### src/rtl/negate_pkg.sv
// Shared definitions for the negate_pipe datapath: mode encoding, internal
// arithmetic width and the signed output range used for overflow/saturation.
package negate_pkg;

    typedef enum logic [1:0] {
        MODE_PASS = 2'b00,
        MODE_NEG  = 2'b01,
        MODE_ABS  = 2'b10,
        MODE_NABS = 2'b11
    } mode_e;

    // Two guard bits keep -x and |x| exact for every representable input.
    function automatic int calc_w(input int bw_in, input int bw_out);
        return ((bw_in > bw_out) ? bw_in : bw_out) + 2;
    endfunction

    function automatic longint sat_max(input int bw_out);
        return (longint'(1) << (bw_out - 1)) - 1;
    endfunction

    function automatic longint sat_min(input int bw_out);
        return -(longint'(1) << (bw_out - 1));
    endfunction

endpackage

### src/rtl/negate_lane.sv
// One channel of sign manipulation: extend, apply mode, flag values that do
// not fit the signed output range, then wrap or clip to the output width.
module negate_lane
    import negate_pkg::*;
#(
    parameter int BW_IN     = 8,
    parameter int BW_OUT    = 8,
    parameter int IN_SIGNED = 1,
    parameter int SATURATE  = 0
) (
    input  logic [BW_IN-1:0]  x,
    input  logic [1:0]        mode,
    output logic [BW_OUT-1:0] y,
    output logic              ovf
);

    localparam int W = calc_w(BW_IN, BW_OUT);
    localparam logic signed [W-1:0] MAX_W = W'(sat_max(BW_OUT));
    localparam logic signed [W-1:0] MIN_W = W'(sat_min(BW_OUT));

    logic                ext_bit;
    logic signed [W-1:0] x_ext;
    logic signed [W-1:0] x_neg;
    logic signed [W-1:0] result;

    assign ext_bit = (IN_SIGNED != 0) ? x[BW_IN-1] : 1'b0;
    assign x_ext   = {{(W - BW_IN){ext_bit}}, x};
    assign x_neg   = -x_ext;

    always_comb begin
        result = x_ext;
        case (mode_e'(mode))
            MODE_PASS: result = x_ext;
            MODE_NEG:  result = x_neg;
            MODE_ABS:  result = x_ext[W-1] ? x_neg : x_ext;
            MODE_NABS: result = x_ext[W-1] ? x_ext : x_neg;
            default:   result = x_ext;
        endcase
    end

    assign ovf = (result > MAX_W) || (result < MIN_W);

    // Wrapping keeps the low bits, matching the legacy negate block bit for bit.
    always_comb begin
        y = result[BW_OUT-1:0];
        if ((SATURATE != 0) && ovf) begin
            y = result[W-1] ? MIN_W[BW_OUT-1:0] : MAX_W[BW_OUT-1:0];
        end
    end

endmodule

### src/rtl/negate_pipe.sv
// Multi-channel sign-manipulation unit: combinational lanes feed a chain of
// bubble-collapsing valid/ready register stages with sticky overflow status.
module negate_pipe
    import negate_pkg::*;
#(
    parameter int CH        = 4,
    parameter int BW_IN     = 8,
    parameter int BW_OUT    = 8,
    parameter int IN_SIGNED = 1,
    parameter int SATURATE  = 0,
    parameter int STAGES    = 2
) (
    input  logic                 clk,
    input  logic                 rst_n,
    input  logic                 in_valid,
    output logic                 in_ready,
    input  logic [CH*BW_IN-1:0]  in_data,
    input  logic [1:0]           in_mode,
    output logic                 out_valid,
    input  logic                 out_ready,
    output logic [CH*BW_OUT-1:0] out_data,
    output logic [CH-1:0]        out_ovf,
    output logic [CH-1:0]        ovf_sticky,
    input  logic                 clr_ovf
);

    logic [CH*BW_OUT-1:0] lane_data;
    logic [CH-1:0]        lane_ovf;

    for (genvar k = 0; k < CH; k++) begin : g_lane
        negate_lane #(
            .BW_IN    (BW_IN),
            .BW_OUT   (BW_OUT),
            .IN_SIGNED(IN_SIGNED),
            .SATURATE (SATURATE)
        ) u_lane (
            .x   (in_data[k*BW_IN +: BW_IN]),
            .mode(in_mode),
            .y   (lane_data[k*BW_OUT +: BW_OUT]),
            .ovf (lane_ovf[k])
        );
    end

    logic [STAGES-1:0]    stg_valid;
    logic [STAGES-1:0]    stg_ready;
    logic [CH*BW_OUT-1:0] stg_data [STAGES];
    logic [CH-1:0]        stg_ovf  [STAGES];

    // A stage can load unless it and every stage after it are full and the
    // sink is stalled; written flat so the ready chain has no self-loop.
    for (genvar i = 0; i < STAGES; i++) begin : g_stage
        logic                 up_valid;
        logic [CH*BW_OUT-1:0] up_data;
        logic [CH-1:0]        up_ovf;
        logic                 valid_q;
        logic [CH*BW_OUT-1:0] data_q;
        logic [CH-1:0]        ovf_q;

        if (i == 0) begin : g_head
            assign up_valid = in_valid;
            assign up_data  = lane_data;
            assign up_ovf   = lane_ovf;
        end else begin : g_body
            assign up_valid = stg_valid[i-1];
            assign up_data  = stg_data[i-1];
            assign up_ovf   = stg_ovf[i-1];
        end

        assign stg_ready[i] = out_ready | ~(&stg_valid[STAGES-1:i]);

        always_ff @(posedge clk or negedge rst_n) begin
            if (!rst_n) begin
                valid_q <= 1'b0;
                data_q  <= '0;
                ovf_q   <= '0;
            end else if (stg_ready[i]) begin
                valid_q <= up_valid;
                if (up_valid) begin
                    data_q <= up_data;
                    ovf_q  <= up_ovf;
                end
            end
        end

        assign stg_valid[i] = valid_q;
        assign stg_data[i]  = data_q;
        assign stg_ovf[i]   = ovf_q;
    end

    assign in_ready  = stg_ready[0];
    assign out_valid = stg_valid[STAGES-1];
    assign out_data  = stg_data[STAGES-1];
    assign out_ovf   = stg_ovf[STAGES-1];

    // A clear and a new overflow in the same cycle leave the bit set.
    always_ff @(posedge clk or negedge rst_n) begin
        if (!rst_n) begin
            ovf_sticky <= '0;
        end else begin
            ovf_sticky <= (clr_ovf ? '0 : ovf_sticky)
                        | ((out_valid && out_ready) ? out_ovf : '0);
        end
    end

endmodule

### config.mk
export PLATFORM = sky130hd
export DESIGN_NAME = negate_pipe
export DESIGN_NICKNAME = d
export VERILOG_FILES = /design/src/rtl/negate_pkg.sv /design/src/rtl/negate_lane.sv /design/src/rtl/negate_pipe.sv
export SDC_FILE = /design/constraint.sdc
export NUM_CORES = 1
export LEC_CHECK = 0
export CAP_MARGIN = 20
export CORE_UTILIZATION = 65
export DETAILED_ROUTE_END_ITERATION = 10
export DONT_BUFFER_PORTS = 1
export HOLD_SLACK_MARGIN = 0.02
export PLACE_DENSITY = 0.92
export REMOVE_ABC_BUFFERS = 1
export SYNTH_ARGS = -nofsm -noshare
export SYNTH_HDL_FRONTEND = slang
export SYNTH_SLANG_ARGS = --single-unit
### constraint.sdc
create_clock -name clk -period 3.8 [get_ports clk]
set_input_delay 0.76 -clock clk [delete_from_list [all_inputs] [get_ports clk]]
set_output_delay 0.76 -clock clk [all_outputs]
set_load 0.01 [all_outputs]
After elaboration in Yosys (flattened, before gate mapping)
Cells that the tools add are included.
{"block": "word_totals", "ff_bits": 78, "latchBits": 0, "mem_bits_rw": 0, "romBits": 0, "out_inout_bits": 42, "mem_count": 0}
{"block": "classes", "n_addsub": 4, "mul": 0, "div": 0, "n_lt_le_gt_ge": 8, "eq_ne": 3, "shift": 0, "n_mux": 14, "bitwise_logic": 5, "reduce_logical": 9}
{"cell": "$pmux 10 s4", "n": 4}
{"cell": "$mux 10", "n": 8}
{"cell": "$gt 10x8->1 const B", "n": 4}
{"cell": "$lt 10x8->1 const B", "n": 4}
{"cell": "$neg 8->10", "n": 4}
{"cell": "$mux 4", "n": 2}
{"cell": "$reduce_and 2->1", "n": 3}
{"cell": "$eq 2x2->1 const B", "n": 2}
{"cell": "$logic_or 1x1->1", "n": 4}
{"cell": "$or 4x4->4", "n": 1}
{"cell": "$eq 2x1->1 const B", "n": 1}
{"cell": "$logic_not 2->1", "n": 1}
{"cell": "$not 1->1", "n": 2}
{"cell": "$or 1x1->1", "n": 2}
{"cell": "$logic_and 1x1->1", "n": 1}

Depth between registers and ports, before layout
{"block": "depth", "depth_word": 5, "ltp_mapped": 9, "ltp_nobuf": 9}

Hierarchy
From an unflattened synthesis, not the netlist that was laid out.
{"block": "unflattened", "cells_unflattened": 368, "area_unflattened_um2": 4683.2}
{"module": "negate_pipe", "n_inst": 1, "cells_per_inst": 174, "area_each_um2": 3236.9}
{"module": "negate_lane at g_lane[0].u_lane ...", "n_inst": 2, "cells_per_inst": 50, "area_each_um2": 364.1}
{"module": "negate_lane at g_lane[1].u_lane ...", "n_inst": 2, "cells_per_inst": 47, "area_each_um2": 359.1}

Worst setup path after synthesis
No wires, ideal clock.
{"block": "synth_timing", "kind": "input to register", "startpoint": "input port in_data[9]", "endpoint": "register g_stage[0].ovf_q[1]", "arrival_ps": 2864, "required_time_ps": 3670, "path_slack_ps": 806, "cell_stages": 7, "path_buffers": 0, "path_cell_list": "or3_1 > or3_1 > nor4_1 > ha_1 > mux4_2 > a2111oi_2 > o31ai_1"}
{"block": "synth_between", "elab_chain_cells": 5}
{"item": "start, declared", "line": "negate_pipe.sv:17", "text": "input logic [CH*BW_IN-1:0] in_data,"}
{"item": "$neg 8->10", "line": "negate_lane.sv:28", "text": "assign x_neg = -x_ext;"}
{"item": "$mux 10, on equally long branches", "line": "negate_lane.sv:36, negate_lane.sv:35"}
{"item": "$pmux 10 s4 (*)", "line": "negate_lane.sv:32", "text": "case (mode_e'(mode))"}
{"item": "$gt 10x8->1 or $lt 10x8->1 (tied branches)", "line": "negate_lane.sv:41", "text": "assign ovf = (result > MAX_W) || (result < MIN_W);"}
{"item": "$logic_or 1x1->1 (*)", "line": "negate_lane.sv:41"}
{"item": "end signal, assigned", "line": "negate_pipe.sv:80", "text": "ovf_q <= up_ovf;"}
{"item": "end, declared", "line": "negate_pipe.sv:57", "text": "logic [CH-1:0] ovf_q;"}
Every way passes the cells marked *; elsewhere a longest branch is shown, timed or not.
A chain may end at the register's enable or synchronous reset.

Worst setup path in the final report
Same ends and word-level chain as after synthesis.

==> metrics <==
status finished clean; die area 0.00690 mm2; final global-route overflow total 0; clk slew on worst S/H paths 0.08 ns; area share of the largest cell type after synthesis 0.457; Yosys top cell by area dfrtp_1; Distinct cells, synth 49; unrepaired setup endpoints after global routing no; leakage 2.07 nW; # diodes 0; vias post-DR 2965; Layout Nets 461; Slew HR 0.379; final core utilization 0.708; Max Buffers Root-to-Sink 2; initial drt markers 179; Max-cap violations 0; Max FO, Critical Path 3; Max Freq 350 MHz; antenna violations before repair 0; worst skew pair latency 0.33 ns; Highest Signal Layer met4; number of synthesized flops with an enable pin 0; GRT Util Overall 0.247; I/O pin total 81; Setup Total Neg Slack 0 ns; Hold Path Class primary input to async pin; via density per instance 6.23; CTS tree yes; Synth Flop Type dfrtp_1; Post-Syn Area per Cell 10.7 um2; first-pass GRT wire length 13.6 mm; Arrival @ worst endpoint 3.07 ns; CP required 4.02 ns; antenna-violating nets left 0; gpl congestion 0.828; CTS buffer count 9; DP Area 0.00428 mm2; first drt pass iteration count 4; met3 wire len 476 um; fin area 0.00449 mm2; Setup crit start kind primary input; crit path time final 2.86 ns; vias in the first global route 2979; crit path kind primary input to flip-flop; clock sink total 78; final setup vio count 0; Worst Max-Slew Pin Slew 0.928 ns; post-CTS sizing 0; Synth Instances 399; Final Hold Vio Count 0; clock root buffer clkbuf_8; top cells by area, synth dfrtp_1 46%, mux2_2 9.5%, ha_1 8.2%; die extent in y 83.1 um; DR DRC count 0; Power Dens Cells 471 mW/mm2; period utilization 0.752; drt wl/cell 17.3 um; Core Region 0.00635 mm2; CTS Hold Bufs 0; final WL 8.25 mm; DP HPWL 5.59 mm; met2 wire length 4.28 mm; post-synthesis sequential area ratio 0.457; Worst setup EP type flip-flop; Seq cells post-synth 78; H-Tree Depth 3; clock skew 0.00939 ns; worst setup margin 0.942 ns; # rows 29; post-place setup slack 0.555 ns; fraction of layout cells with a size suffix above 1 0.168; largest net degree at the start of global routing 79; Initial Utilization 0.673; Area Growth Syn to Fin 5.15%; Final Max Tran Viols 0; die width 83.1 um; Metal-1 WL 3.37 mm; mapped cell area 0.00427 mm2; setup bufs post-CTS 0; Port-buffer cells 0; Peak VDD IR 441 uV; Synth warnings 0; Async S/R FF share, synth 1.00
## flip-flops by register name (all words and copies together) (netlist names)
name / cells
out_valid: 1
out_data: 32
g_stage.data_q: 32
ovf_sticky: 4
g_stage.valid_q: 1
g_stage.ovf_q: 4
out_ovf: 4
## where the power goes
| group | internal (mW) | total (mW) | leakage [nW] | switching, mW |
|---|---|---|---|---|
| sequential | 1.02 | 1.19 | 0.951 | 0.176 |
| clock | 0.305 | 0.599 | 0.0935 | 0.293 |
| combinational | 0.181 | 0.327 | 1.02 | 0.146 |
## critical path, stage by stage
cell and delay, ns:
or3_1 0.39, or3_1 0.35, nor4_1 0.35, ha_1 0.32, mux4_2 0.50, a2111oi_2 0.30, o31ai_1 0.11
## final timing paths
| kind | slack (ns) | from | end | cells after the start |
|---|---|---|---|---|
| worst max-delay path | 0.94 | in_data[9] | g_stage[0].ovf_q[1] | 7 |
| worst min-delay path | 0.11 | rst_n | g_stage[0].data_q[22] | 0 |
| worst max register to register | 1.89 | out_valid | out_data[28] | 3 |
| worst min register to register | 0.48 | g_stage[0].data_q[10] | g_stage[0].data_q[10] | 2 |
| max in group asynchronous | 3.59 | rst_n | ovf_sticky[3] | 0 |
| min in group clk | 0.48 | g_stage[0].data_q[10] | g_stage[0].data_q[10] | 2 |
## layer usage
metal,vias up,GRT usage
met3,15,0.0537
met2,94,0.420
met1,1449,0.300
li1,1407,-
met5,-,0
met4,0,0.114
## area by class of cell
cell class              count  area, um2
clock buffers              11        131
clock inverters             5       60.1
fillers                   476       1860
inverters                  24       90.1
multi-input cells         280       2140
flip-flops and latches     78       1950
well taps                  77       96.3
repair buffers              1       27.5
## per-stage QoR
stage	total power, mW	std cells	hold WS, ns
final	2.12	476	0.105
after global routing	2.23	476	0.0850
after CTS	2.13	475	0.0928
after detailed placement	1.53	459	0.465
after global placement	1.50	459	0.457
after floorplan	1.44	382	0.442
## synthesized netlist by cell type (all sizes together), types with 2 or more instances
library cell,number
a211oi,2
mux2i,6
nor3,9
xor2,10
o21ai,38
or4b,3
nor4,8
or2,5
buf,9
inv,24
ha,28
o22ai,2
nand2,50
mux2,36
nand2b,4
or3,4
xnor2,10
nor2,10
o211a,2
a2111oi,2
nand3,5
a21oi,6
nand3b,3
a32o,4
mux4,4
clkbuf,8
a22oi,4
dfrtp,78
a21boi,2
a21bo,2
and3b,3
o32ai,4
o31ai,3
## cells by family after synthesis
logic type,Yosys count,share of synthesized area
mux,46,0.130
buf+inv,41,0.0445
simple gates,109,0.126
compound gates,77,0.120
flops,78,0.457
xor+xnor,20,0.0410
fa+ha+maj,28,0.0820
## layout by cell type (no fill, tap or decap), types with 3 or more instances in the layout
cell type and instances:
mux4_2 4, a32o_1 4, nand2b_1 4, xor2_1 10, inv_1 24, o32ai_1 4
a21oi_1 6, o21ai_0 37, o31ai_1 3, or2_2 5, nand3b_1 3, nor4_1 8
nand3_1 5, and3b_1 3, or3_1 4, clkbuf_8 9, mux2i_1 6, a22oi_1 4
nand2_1 48, mux2_2 36, nor2_1 10, dfrtp_1 78, ha_1 28, xnor2_1 10
nor3_1 9
(Power assumes the default switching activity.)
